## config.mk

```make
export PLATFORM = sky130hd
export DESIGN_NAME = mux_scan_sequencer
export DESIGN_NICKNAME = d
export VERILOG_FILES = /design/src/rtl/mux_scan_sequencer_pkg.sv /design/src/rtl/mux_scan_sequencer_settle.sv /design/src/rtl/mux_scan_sequencer.sv
export SDC_FILE = /design/constraint.sdc
export NUM_CORES = 1
export LEC_CHECK = 0
export BUFFER_PORTS_ARGS = -buffer_cell sky130_fd_sc_hd__clkbuf_2
export CORE_UTILIZATION = 51
export CTS_CLUSTER_SIZE = 40
export DETAILED_ROUTE_END_ITERATION = 7
export HOLD_SLACK_MARGIN = 0.12
export PLACE_DENSITY = 0.76
export SKIP_CTS_REPAIR_TIMING = 1
export SLEW_MARGIN = 0
export SYNTH_ARGS = -nofsm -noshare
export SYNTH_HDL_FRONTEND = slang
export SYNTH_HIERARCHICAL = 1
export SYNTH_SLANG_ARGS = --single-unit
```

## constraint.sdc

```tcl
create_clock -name clk -period 3.55 [get_ports clk]
set_clock_uncertainty 0.2 [all_clocks]
set_input_delay 0.71 -clock clk [delete_from_list [all_inputs] [get_ports clk]]
set_output_delay 0.71 -clock clk [all_outputs]
set_load 0.02 [all_outputs]
```

## src/rtl/mux_scan_sequencer_pkg.sv

```systemverilog
// mux_scan_sequencer_pkg: shared FSM state encodings and address width for the mux scan sequencer
package mux_scan_sequencer_pkg;
  localparam int ADDR_W = 2;
  typedef enum logic [1:0] {IDLE = 2'd0, WAIT = 2'd1, DONE = 2'd2} state_t;
endpackage

```

## src/rtl/mux_scan_sequencer_settle.sv

```systemverilog
// settle_timer: 4-bit settle counter (clk, reset, clear, tick in; expired out when count==SETTLE-1)
module settle_timer
  import mux_scan_sequencer_pkg::*;
#(
  parameter int SETTLE = 2
) (
  input  logic clk,
  input  logic reset,
  input  logic clear,
  input  logic tick,
  output logic expired
);
  logic [3:0] count;
  always_ff @(posedge clk)
    if (reset || clear) count <= '0;
    else if (tick) count <= count + 4'd1;
  assign expired = count == 4'(SETTLE - 1);
endmodule

```

## src/rtl/mux_scan_sequencer.sv

```systemverilog
// mux_scan_sequencer: scans a 4-bit word through a 4:1 mux (load/data in, address0/1+in0..3 out, mux_out in, serial/word/busy/done out)
module mux_scan_sequencer
  import mux_scan_sequencer_pkg::*;
#(
  parameter int SETTLE = 2
) (
  input  logic       clk,
  input  logic       reset,
  input  logic       load,
  input  logic [3:0] data,
  output logic       address0,
  output logic       address1,
  output logic       in0,
  output logic       in1,
  output logic       in2,
  output logic       in3,
  input  logic       mux_out,
  output logic       serial_out,
  output logic       serial_valid,
  output logic [3:0] word_out,
  output logic       busy,
  output logic       done
);
  state_t state;
  logic [ADDR_W-1:0] addr;
  logic [3:0] ins;
  logic expired;
  settle_timer #(.SETTLE(SETTLE)) u_timer (
    .clk(clk),
    .reset(reset),
    .clear(state == IDLE || expired),
    .tick(state == WAIT),
    .expired(expired)
  );
  assign {address1, address0} = addr;
  assign {in3, in2, in1, in0} = ins;
  always_ff @(posedge clk)
    if (reset) begin
      state <= IDLE;
      addr <= '0;
      ins <= '0;
      serial_out <= 1'b0;
      serial_valid <= 1'b0;
      word_out <= '0;
      busy <= 1'b0;
      done <= 1'b0;
    end else begin
      serial_valid <= 1'b0;
      done <= 1'b0;
      case (state)
        IDLE:
          if (load) begin
            ins <= data;
            addr <= '0;
            word_out <= '0;
            busy <= 1'b1;
            state <= WAIT;
          end
        WAIT:
          if (expired) begin
            serial_out <= mux_out;
            serial_valid <= 1'b1;
            word_out[addr] <= mux_out;
            if (addr == 2'd3) begin
              state <= DONE;
              done <= 1'b1;
            end else addr <= addr + 2'd1;
          end
        DONE: begin
          state <= IDLE;
          busy <= 1'b0;
        end
        default: state <= IDLE;
      endcase
    end
endmodule
```

---- Word level (Yosys, flattened, before mapping) ----
Cells that the tools add are included.
storage, ports and cells
  flip-flop bits (word level) ............. 20
  bits in latches ......................... 0
  bits in writable memories ............... 0
  memory bits (read-only) ................. 0
  input port bits ......................... 8
  output and inout port bits .............. 14
  word-level logic and storage cells ...... 55
  memories ................................ 0
cells by class
  add/sub/neg operators ................... 2
  $mul .................................... 0
  divide/modulo/power cells ............... 0
  magnitude comparators ................... 2
  eq/ne operators ......................... 8
  shift-type cells ........................ 0
  muxes and demuxes ....................... 18
  bitwise operators ....................... 2
  reduce and logical (&&, ||, !) cells .... 14
operators by type and width
  kind                                                                           count
  2-bit two-way mux                                                              6
  4-bit two-way mux                                                              2
  2-bit inequality test (second input constant)                                  4
  2-bit case mux with 2 select lines                                             2
  4-bit case mux with 2 select lines                                             1
  2-bit AND reduction                                                            3
  3-bit AND reduction                                                            2
  4-bit by 1-bit adder with 4-bit output (second input constant)                 1
  4-bit bitwise mux                                                              1
  2-bit equality test (second input constant)                                    2
  4-bit by 1-bit equality test with 1-bit output (second input constant)         1
  1-bit two-way mux                                                              4
  4-bit AND reduction                                                            1
  2-bit nonzero test                                                             2
  2-bit by 3-bit less-than comparator with 1-bit output (second input constant)  1
  3-bit OR reduction                                                             1
  2-bit by 1-bit adder with 2-bit output (second input constant)                 1
  1-bit demux with 2-bit select                                                  1
  2-bit by 1-bit equality test with 1-bit output (second input constant)         1
  2-bit by 1-bit >= comparator with 1-bit output (second input constant)         1
  2-bit logical NOT                                                              1
  1-bit logical OR                                                               2
  1-bit inverter                                                                 2
  1-bit case mux with 2 select lines                                             1
  2 further kinds                                                                2

---- Logic depth before layout (Yosys ltp) ----
Gate-level depths: netlist of the first run.
  depth in word-level cells ............... 7
  depth in mapped cells ................... 6
  depth with buffers taken out ............ 6

---- Modules after synthesis ----
The synthesis of the first run kept the hierarchy.
by module, submodules not included
  module              times used  cells each  area an instance (sq um)  sequential area each (sq um)
  mux_scan_sequencer  1           75          755.7                     320.3
  settle_timer        1           20          198.9                     80.1

---- Worst setup path before layout of the first run ----
No wires, ideal clock.
  path type ............................... reg2reg
  start ................................... reg u_timer.count[0]
  end ..................................... reg word_out[0]
  library setup time ...................... 0.117 ns
  arrival ................................. 1.643 ns
  required time ........................... 3.233 ns
  slack ................................... 1.590 ns
  cell stages (with the launch flop) ...... 6
  path buffers ............................ 0
  period minus slack after synthesis ...... 1.960 ns
  path through ............................ dfxtp_1 ha_1 nor3b_1 mux2i_1 a211o_1 a32o_1
on the way
  word-level cells in the longest chain between the ends .. 3
RTL lines
  item                                            RTL line                         RTL
  start, declared                                 mux_scan_sequencer_settle.sv:13  logic [3:0] count;
  start signal, assigned                          mux_scan_sequencer_settle.sv:16  else if (tick) count <= count + 4'd1;
  4-bit by 1-bit equality test with 1-bit output  mux_scan_sequencer_settle.sv:17  assign expired = count == 4'(SETTLE - 1);
  via expired                                     mux_scan_sequencer.sv:27         logic expired;
  2-bit inequality test (no line)                 n/a
  3-bit AND reduction (no line)                   n/a
  end signal, assigned by index                   mux_scan_sequencer.sv:63         word_out[addr] <= mux_out;
  end, declared                                   mux_scan_sequencer.sv:20         output logic [3:0] word_out,
The timed path passes the listed nets, and every way through them passes these cells.
A chain may end at the register's enable or synchronous reset.

---- Final worst setup path of the first run ----
Ends and elaborated chain as after synthesis.

==> run summary, run 1 <==
Critical path endpoint category: flip-flop
Via density: 5.32
Final worst slack: 1310 ps
Worst R2R Setup Slack: 1310 ps
WHS Endpoint: word_out[3]$_SDFFE_PP0P_
Setup_tns: 0 ps
Clk root buf: clkbuf_4
Worst EP required: 3540 ps
Syn_nets: 110
Global placement routability congestion: 0.708
Antenna-violating nets left: 0
Final min period: 2240 ps
Pre-antenna DRT Iters: 4
Maximum level of the CTS H-tree: 1
Core area: 0.00175 mm2
Power density cells: 348 mW/mm2
Most frequent cells in the layout: clkbuf_2 (21), dfxtp_1 (20), inv_1 (9), nor2_1 (8), ha_1 (7)
Flip-flop and latch count after synthesis: 20
Worst IR Drop VDD: 0.000284 V
Tot GR Track Use: 18.1%
Final-report max-slew violation count: 0
Crit path largest cell delay: 560 ps
CTS tree: yes
Grt ovf: 0
Placed cells: 138
Dpl ws: 1320 ps
Synthesized area per cell: 10.0 um2
Slew @ Worst Pin: 676 ps
Initial drt markers: 3
Setup CP Type: flip-flop to flip-flop
Die height: 45.3 um
Die area: 0.00205 mm2
DR vias: 750
Delay-heaviest family, CP: compound AO/OA/AOI/OAI gates
RR Endpoint: word_out[0]$_SDFFE_PP0P_
Commonest non-fill, non-tap cell in the layout: clkbuf_2
Final wirelength: 1690 um
Worst Path Max Fanout: 7
Worst Setup Start Kind: flip-flop
Clock buffer depth: 2
Fmax: 446 MHz
Port bufs: 21
Worst Path Arrival: 2230 ps
Clock-pin slew on the worst setup and hold paths: 100 ps
Worst min-delay path category: flip-flop to flip-flop
Hold Crit Depth: 2
TritonCTS Buffers: 3
Final Hold Vio Count: 0
Std cell rows: 15
Setup violations, final: 0
DRC errors left: 0
Chip width: 45.3 um
DPL Wire Length: 1260 um
Post-layout instance count excluding filler cells: 141
Antenna violations before repair: 0
R2R depth: 5
Run status: complete, no violations
Rel. slew slack: 54.9%
Pleak: 0.473 nW
Initial core utilization: 54.7%
Nets: 133
Period utilization: 63.1%
Seq/Total Area, Yosys: 41.9%
Netlist cell types: 36
Bufs and invs on worst path: 0
Critical Path, Cell by Cell: ha_1 -> nor3b_1 -> mux2i_1 -> a211o_1 -> a32o_1
Diode count: 0
Area delta synth->final: 14.4%
CTS sink count: 20
Worst path depth: 5
Synth warnings: 6
Share of layout cells above drive strength 1: 24.1%
Post-DR wirelength/cell: 12.0 um
Hold Crit Start: word_out[3]$_SDFFE_PP0P_
Reg2Reg Launch Point: u_timer/count[0]$_SDFFE_PP0P_
Syn Inst Count: 95
Unrepaired setup endpoints after global routing: no
Netlist Area Pre-Place: 955 um2
Vias in the first global route: 621
Worst skew pair latency: 290 ps
Top Ports: 22
Max-Cap Viols: 0
Critical-path top delay cell: nor3b_1
First-pass GRT wire length: 2670 um
Pin count of the biggest net entering global routing: 16
[metrics by stage]
step	total power, W	area (um2)	hold WS (ps)	utilization (%)
floorplan	0.000272	955	284	-
global placement	0.000283	1070	238	61.3
global route	0.000399	1090	311	62.6
detailed placement	0.000284	1070	250	61.3
finish	0.000380	1090	254	62.6
CTS	0.000386	1090	265	62.6
[layout make-up]
type	instances	area [um2]
flip-flops and latches	20	400
inverters	9	33.8
fillers	170	653
clock buffers	3	22.5
well taps	25	31.3
multi-input cells	63	499
repair buffers	21	105
[metal layers]
metal | vias to the layer above | track usage [%] | wire length, um
li1 | 383 | - | -
met1 | 351 | 23.5 | 794
met2 | 14 | 28.4 | 813
met3 | 2 | 3.60 | 64
met4 | 0 | 9.09 | 12
met5 | - | 0 | 0
[cell families (layout without fill, tap and decap cells)]
logic type	Yosys count	after routing	synth area share [%]
multiplexers	7	7	7.47
AND/OR/NAND/NOR	30	30	19.8
adder cells (fa/ha/maj)	7	7	9.17
buffers and inverters	12	33	5.77
flip-flops	20	20	41.9
XOR/XNOR	1	1	0.918
AO/OA/AOI/OAI	18	18	14.9
[worst max path at each step]
stage                                    end  slack [ps]                           from
floorplan           word_out[0]$_SDFFE_PP0P_        1590  u_timer/count[0]$_SDFFE_PP0P_
global placement    word_out[1]$_SDFFE_PP0P_        1360  u_timer/count[0]$_SDFFE_PP0P_
detailed placement  word_out[0]$_SDFFE_PP0P_        1320  u_timer/count[0]$_SDFFE_PP0P_
CTS                 word_out[0]$_SDFFE_PP0P_        1270  u_timer/count[0]$_SDFFE_PP0P_
global route        word_out[0]$_SDFFE_PP0P_        1170  u_timer/count[0]$_SDFFE_PP0P_
finish              word_out[0]$_SDFFE_PP0P_        1310  u_timer/count[0]$_SDFFE_PP0P_
[state kept, by name, indices dropped and copies added (netlist names)]
| name | cells |
|---|---|
| ins | 4 |
| serial_out | 1 |
| addr | 2 |
| u_timer/count | 4 |
| done | 1 |
| busy | 1 |
| word_out | 4 |
| serial_valid | 1 |
| state | 2 |
[cells in the mapped netlist]
library cell | count | area (um2)
nor4_1 | 1 | 6.26
nand4_1 | 1 | 6.26
a31o_2 | 1 | 8.76
nand3_1 | 2 | 10.0
dfxtp_1 | 20 | 400
buf_6 | 1 | 11.3
a211o_1 | 3 | 26.3
xnor2_1 | 1 | 8.76
o21ai_0 | 1 | 5.00
nor3b_4 | 1 | 18.8
ha_1 | 7 | 87.6
a21bo_2 | 1 | 10.0
mux2_1 | 1 | 11.3
o21bai_1 | 1 | 7.51
buf_2 | 2 | 10.0
nor3_1 | 2 | 10.0
a221oi_1 | 1 | 8.76
and2_1 | 3 | 18.8
mux2i_1 | 6 | 60.1
nor4b_1 | 1 | 8.76
inv_1 | 9 | 33.8
nand2_1 | 2 | 7.51
o211ai_1 | 1 | 7.51
a21oi_1 | 3 | 15.0
a32o_1 | 3 | 30.0
or2_1 | 1 | 6.26
nor4b_2 | 1 | 15.0
nor3b_1 | 2 | 15.0
a211oi_1 | 1 | 7.51
nor4bb_1 | 1 | 10.0
nand2b_1 | 1 | 6.26
o2bb2ai_1 | 1 | 8.76
o31ai_1 | 1 | 7.51
nor2b_1 | 2 | 12.5
nand3b_1 | 1 | 7.51
nor2_1 | 8 | 30.0
[power by group]
part	switching, W	leakage, nW	internal [W]
Sequential	0.00000621	0.162	0.000230
Clock	0.0000613	0.0138	0.0000395
Combinational	0.0000240	0.297	0.0000189
[worst register-to-register path: stages, from the launching register on]
cell and delay [ps]:
dfxtp_1 410, ha_1 160, nor3b_1 560, mux2i_1 240, a211o_1 320, a32o_1 250
Power figures use the tool's default switching activity.
==> run 2, diff against run 1 <==
--- a/config.mk
+++ b/config.mk
@@ -5,12 +5,13 @@
 export SDC_FILE = /design/constraint.sdc
 export NUM_CORES = 1
 export LEC_CHECK = 0
+export ABC_AREA = 1
 export BUFFER_PORTS_ARGS = -buffer_cell sky130_fd_sc_hd__clkbuf_2
-export CORE_UTILIZATION = 51
+export CORE_UTILIZATION = 46
 export CTS_CLUSTER_SIZE = 40
 export DETAILED_ROUTE_END_ITERATION = 7
 export HOLD_SLACK_MARGIN = 0.12
-export PLACE_DENSITY = 0.76
+export PLACE_DENSITY = 0.73
 export SKIP_CTS_REPAIR_TIMING = 1
 export SLEW_MARGIN = 0
 export SYNTH_ARGS = -nofsm -noshare
==> constraint.sdc (replaced) <==
create_clock -name clk -period 2 [get_ports clk]
set_clock_uncertainty 0.2 [all_clocks]
set_input_delay 0.4 -clock clk [delete_from_list [all_inputs] [get_ports clk]]
set_output_delay 0.4 -clock clk [all_outputs]
set_load 0.02 [all_outputs]
==> run summary, run 2 <==
Grt met3 use: 4.53%
Syn_nets: 138
Worst Setup SP: u_timer/count[1]$_SDFFE_PP0P_
Worst skew pair latency: 310 ps
Bufs and invs on worst path: 3
Worst Path Max Fanout: 4
Setup violations, final: 0
Pre-antenna DRT Iters: 4
Antenna violations before repair: 0
Max-Cap Viols: 0
Die height: 47.5 um
Worst Setup Start Kind: flip-flop
Crit path largest cell delay: 390 ps
Worst R2R Setup Slack: 180 ps
Rel. slew slack: 75.5%
Gr busiest metal: met2
Period utilization: 91.2%
Biggest regs: ins x4, u_timer/count x4, word_out x4
Most frequent cell after synthesis: nor2_1
Area after DPL: 0.00109 mm2
Comb pwr share: 19.6%
Vias in the first global route: 605
Via density: 4.87
Register Area: 400 um2
Clock network power share: 34.3%
Synthesized area per cell: 7.73 um2
Dominant cell type by area after synthesis: dfxtp_1
Chip width: 47.5 um
Synth top area cells: dfxtp_1 (42%), nor2_1 (9.9%), ha_1 (9.2%)
DR vias: 852
Run status: complete, no violations
Met1 usage: 21.1%
Critical Path, Cell by Cell: inv_1 -> ha_1 -> nor3b_1 -> buf_4 -> inv_1 -> o21ai_0 -> nor2_1 -> o21ai_0 -> a21oi_1
Delay-heaviest family, CP: flip-flops
Top FF cell, synth: dfxtp_1
DPL Wire Length: 1360 um
Maximum level of the CTS H-tree: 1
Unrepaired setup endpoints after global routing: no
DRC errors left: 0
Area delta synth->final: 19.7%
Share of layout cells above drive strength 1: 26.4%
Setup_tns: 0 ps
Pint: 0.000694 W
Diode count: 0
Synth top area share: 42.1%
Fmax: 548 MHz
Flip-flop and latch count after synthesis: 20
TritonCTS Buffers: 3
Final Cell Area: 0.00114 mm2
Top Ports: 22
Core area: 0.00196 mm2
Global placement routability congestion: 0.729
Worst Path Arrival: 1870 ps
Final-report max-slew violation count: 0
Worst min-delay path category: primary input to flip-flop
Pleak: 0.532 nW
Netlist cell types: 21
GRT met2 Usage: 26.0%
Pwr Total: 0.000971 W
Most frequent cells in the layout: nor2_1 (25), clkbuf_2 (21), dfxtp_1 (20), nand2_1 (19)
Initial drt markers: 10
Grt ovf: 0
Seq/Total Area, Yosys: 42.1%
Number of synthesized flops with an enable pin: 0
Die area: 0.00225 mm2
Worst EP required: 2040 ps
Worst path depth: 9
Reg power frac: 46.2%
Clock buffer depth: 2
RR Endpoint: u_timer/count[1]$_SDFFE_PP0P_
Final min period: 1820 ps
Syn Inst Count: 123
Tot GR Track Use: 16.7%
Layout filler cell count: 214
Nets: 164
Finished Core Util: 58.0%
Sw frac: 28.6%
Critical path endpoint category: flip-flop
Clock-pin slew on the worst setup and hold paths: 120 ps
Critical-path top delay cell: dfxtp_1
Multi-input gate area: 483 um2
Std cell rows: 16
Port bufs: 21
Netlist Area Pre-Place: 951 um2
Reg2Reg Launch Point: u_timer/count[1]$_SDFFE_PP0P_
Final wirelength: 1810 um
CTS tree: yes
Initial core utilization: 48.5%
Post-synth ARST share: 0%
CTS sink count: 20
CP endpoint: u_timer/count[1]$_SDFFE_PP0P_
First-pass GRT wire length: 2530 um
Synth warnings: 6
Antenna-violating nets left: 0
Pin count of the biggest net entering global routing: 13
Final Hold Vio Count: 0
NetSw: 0.000277 W
Slew @ Worst Pin: 367 ps
Worst IR Drop VDD: 0.000452 V
Synth top cells by count: nor2_1 (25), dfxtp_1 (20), nand2_1 (19), inv_1 (10), o21ai_0 (10)
R2R depth: 9
Commonest non-fill, non-tap cell in the layout: nor2_1
Setup CP Type: flip-flop to flip-flop
Post-DR wirelength/cell: 10.3 um
Clk root buf: clkbuf_4
Power density cells: 853 mW/mm2
-- run 2: changes by cell type after synthesis, sizes merged, moves of 3 or more --
cell / before / now
a211o: 3 / 0
a21oi: 3 / 9
a32o: 3 / 0
and2: 3 / 0
inv: 9 / 14
mux2i: 6 / 0
nand2: 2 / 22
nand3: 2 / 6
nor2: 8 / 28
o21ai: 1 / 10
-- run 2: worst reg2reg max path: stages, from the launching register on --
cell and delay [ps]:
dfxtp_1 390, inv_1 60, ha_1 180, nor3b_1 140
buf_4 150, inv_1 70, o21ai_0 90, nor2_1 240
o21ai_0 130, a21oi_1 110
-- run 2: worst min-delay path by stage --
stage,start,endpoint,cells after the start
after CTS,data[0],ins[0]$_SDFFE_PP0P_,3
after global placement,word_out[2]$_SDFFE_PP0P_,word_out[2]$_SDFFE_PP0P_,2
final,data[0],ins[0]$_SDFFE_PP0P_,3
after floorplan,reset,busy$_SDFFE_PP0P_,1
after global routing,data[1],ins[1]$_SDFFE_PP0P_,3
after detailed placement,word_out[1]$_SDFFE_PP0P_,word_out[1]$_SDFFE_PP0P_,2
-- run 2: per-layer routing --
| layer | share of wire, % | wire length [um] | vias up |
|---|---|---|---|
| met4 | 1.7 | 31 | 0 |
| met3 | 4.3 | 77 | 5 |
| met2 | 48 | 862 | 25 |
| met5 | 0 | 0 | - |
| li1 | - | - | 443 |
| met1 | 46 | 838 | 379 |
-- run 2: power groups by stage --
stage	clock (W)	combinational [W]	sequential, W
global placement	0	0.000183	0.000456
floorplan	0	0.000118	0.000475
global route	0.000354	0.000214	0.000453
detailed placement	0	0.000189	0.000458
finish	0.000333	0.000190	0.000448
CTS	0.000341	0.000190	0.000448
-- run 2: kinds of logic after synthesis --
kind of cell	count (synthesis)	synth area share, %
AO/OA/AOI/OAI	20	10.7
adder cells (fa/ha/maj)	7	9.21
buffers and inverters	16	7.10
flip-flops	20	42.1
AND/OR/NAND/NOR	60	30.9
-- run 2: through the flow --
| step | hold WS (ps) | cells | setup slack [ps] |
|---|---|---|---|
| final | 130 | 175 | 175 |
| after global routing | 158 | 175 | 45.0 |
| after CTS | 124 | 175 | 207 |
| after detailed placement | 262 | 171 | 254 |
| after global placement | 254 | 171 | 308 |
| after floorplan | 269 | 123 | 329 |
-- run 2: cell type report --
type	instances	share of cell area [%]
Sequential cell	20	35.2
Clock buffer	3	1.98
Tap cell	27	2.97
Clock inverter	1	2.64
Inverter	15	4.95
Timing Repair Buffer	22	9.89
Multi-Input combinational cell	87	42.4
==> run 3, diff against run 2 <==
--- a/config.mk
+++ b/config.mk
@@ -12,9 +12,9 @@
 export DETAILED_ROUTE_END_ITERATION = 7
 export HOLD_SLACK_MARGIN = 0.12
 export PLACE_DENSITY = 0.73
+export RECOVER_POWER = 25
 export SKIP_CTS_REPAIR_TIMING = 1
 export SLEW_MARGIN = 0
 export SYNTH_ARGS = -nofsm -noshare
 export SYNTH_HDL_FRONTEND = slang
-export SYNTH_HIERARCHICAL = 1
 export SYNTH_SLANG_ARGS = --single-unit
==> run summary, run 3 <==
Run status: complete, no violations
Synth warnings: 0
CTS sink count: 20
Placed cells: 161
Post-synth ARST share: 0%
Setup violations, final: 0
Power density cells: 830 mW/mm2
Period utilization: 81.1%
Synth top area cells: dfxtp_1 (43%), nor2_1 (8.6%), ha_1 (8.2%)
Die area: 0.00218 mm2
Clk root buf: clkbuf_4
Die height: 46.7 um
Chip width: 46.7 um
Slew @ Worst Pin: 322 ps
Worst Setup Start Kind: flip-flop
Register Area: 400 um2
Std cell rows: 15
Rel. slew slack: 78.5%
TritonCTS Buffers: 3
Unrepaired setup endpoints after global routing: no
DPL Wire Length: 1360 um
Dpl ws: 574 ps
Synthesized area per cell: 7.94 um2
Number of synthesized flops with an enable pin: 0
Dominant cell type by area after synthesis: dfxtp_1
Grt ovf: 0
Post-layout instance count excluding filler cells: 165
Syn_nets: 130
Global placement routability congestion: 0.816
Maximum level of the CTS H-tree: 1
Setup CP Type: flip-flop to flip-flop
Reg power frac: 48.0%
Bufs and invs on worst path: 1
Vias in the first global route: 652
Flip-flop and latch count after synthesis: 20
Netlist cell types: 22
Worst Path Arrival: 1620 ps
Antenna-violating nets left: 0
Clock-pin slew on the worst setup and hold paths: 130 ps
Top Ports: 22
CTS tree: yes
Initial core utilization: 51.1%
Worst IR Drop VDD: 0.000460 V
Area delta synth->final: 17.1%
Diode count: 0
Syn Inst Count: 116
DR vias: 797
Antenna violations before repair: 0
Cell mode on critical path: nand2_1
Final wirelength: 1780 um
Final Hold Vio Count: 0
Worst min-delay path category: primary input to flip-flop
Commonest non-fill, non-tap cell in the layout: nor2_1
Worst Path Max Fanout: 7
Final min period: 1620 ps
Multi-input gate area: 433 um2
Synth top area share: 43.5%
Pin count of the biggest net entering global routing: 13
Top FF cell, synth: dfxtp_1
Most frequent cell after synthesis: nor2_1
Pre-antenna DRT Iters: 4
Clock network power share: 37.4%
Layout filler cell count: 181
NetSw: 0.000233 W
First-pass GRT wire length: 2750 um
Fmax: 617 MHz
DRC errors left: 0
Critical-path top delay cell: dfxtp_1
Most frequent cells in the layout: nor2_1 (22), clkbuf_2 (21), dfxtp_1 (20), nand2_1 (19), inv_1 (15)
Tot GR Track Use: 17.8%
Clock buffer depth: 2
Final worst slack: 379 ps
Biggest regs: ins x4, u_timer.count x4, word_out x4
Port bufs: 21
Worst EP required: 2000 ps
Post-DR wirelength/cell: 10.8 um
Pint: 0.000662 W
Share of layout cells above drive strength 1: 22.9%
Max-Cap Viols: 0
Via density: 4.83
Final-report max-slew violation count: 0
Seq/Total Area, Yosys: 43.5%
Comb pwr share: 14.6%
Initial drt markers: 17
Delay-heaviest family, CP: simple AND/OR/NAND/NOR gates
Critical path endpoint category: flip-flop
Netlist Area Pre-Place: 921 um2
Nets: 155
Pleak: 0.488 nW
Setup_tns: 0 ps
Crit path largest cell delay: 410 ps
Synth top cells by count: nor2_1 (21), dfxtp_1 (20), nand2_1 (18), inv_1 (13), a21oi_1 (8)
Worst skew pair latency: 310 ps
Sw frac: 26.0%
Core area: 0.00180 mm2
Critical Path, Cell by Cell: inv_1 -> nor2_1 -> nand3_1 -> nand2_4 -> nand2_1 -> nand2_1 -> a21oi_2
==> run 3: stage by stage <==
stage | area (um2) | total power (W) | util [%] | hold slack (ps)
final | 1080 | 0.000895 | 59.9 | 127
after floorplan | 921 | 0.000536 | - | 275
after CTS | 1100 | 0.000908 | 61.3 | 140
after global placement | 1050 | 0.000572 | 58.4 | 256
after global routing | 1080 | 0.000935 | 59.9 | 145
after detailed placement | 1050 | 0.000576 | 58.4 | 267
==> run 3: power by group through the flow <==
stage,logic [W],registers [W],clock network (W)
after floorplan,0.0000818,0.000455,0
after global placement,0.000134,0.000438,0
after detailed placement,0.000138,0.000439,0
after CTS,0.000138,0.000430,0.000340
after global routing,0.000146,0.000433,0.000356
final,0.000131,0.000429,0.000335
==> run 3: layout make-up <==
class,instances,share of cell area [%]
inverter,15,5.22
timing repair buffer,21,9.74
multi-input combinational,80,40.1
clock inverter,1,2.78
tap,25,2.90
sequential,20,37.1
clock buffer,3,2.09
==> run 3: routing by layer <==
metal	up-vias	global-route usage [%]	wire, um
li1	415	-	-
met1	356	22.9	866
met2	22	29.4	806
met3	4	2.31	74
met4	0	8.57	29
met5	-	0	0
==> run 3: logic make-up (layout without fill, tap and decap cells) <==
family / after synthesis / after routing / synth area share [%]
AND/OR/NAND/NOR: 57 / 57 / 31.3
flip-flops: 20 / 20 / 43.5
AO/OA/AOI/OAI: 16 / 16 / 9.51
buffers and inverters: 16 / 40 / 6.66
adder cells (fa/ha/maj): 6 / 6 / 8.15
XOR/XNOR: 1 / 1 / 0.951
==> run 3: final timing paths <==
check | start | to | slack [ps] | cells past startpoint
worst max-delay path | state[0]$_SDFFE_PP0P_ | word_out[3]$_SDFFE_PP0P_ | 380 | 7
worst min-delay path | data[1] | ins[1]$_SDFFE_PP0P_ | 130 | 3
worst max register to register | state[0]$_SDFFE_PP0P_ | word_out[3]$_SDFFE_PP0P_ | 380 | 7
worst min register to register | word_out[3]$_SDFFE_PP0P_ | word_out[3]$_SDFFE_PP0P_ | 280 | 2
==> run 3: worst min-delay path: cells and delay by family <==
| family | cells | cell delay (ps) |
|---|---|---|
| compound gates | 1 | 70 |
| buf+inv | 1 | 70 |
| simple gates | 1 | 70 |
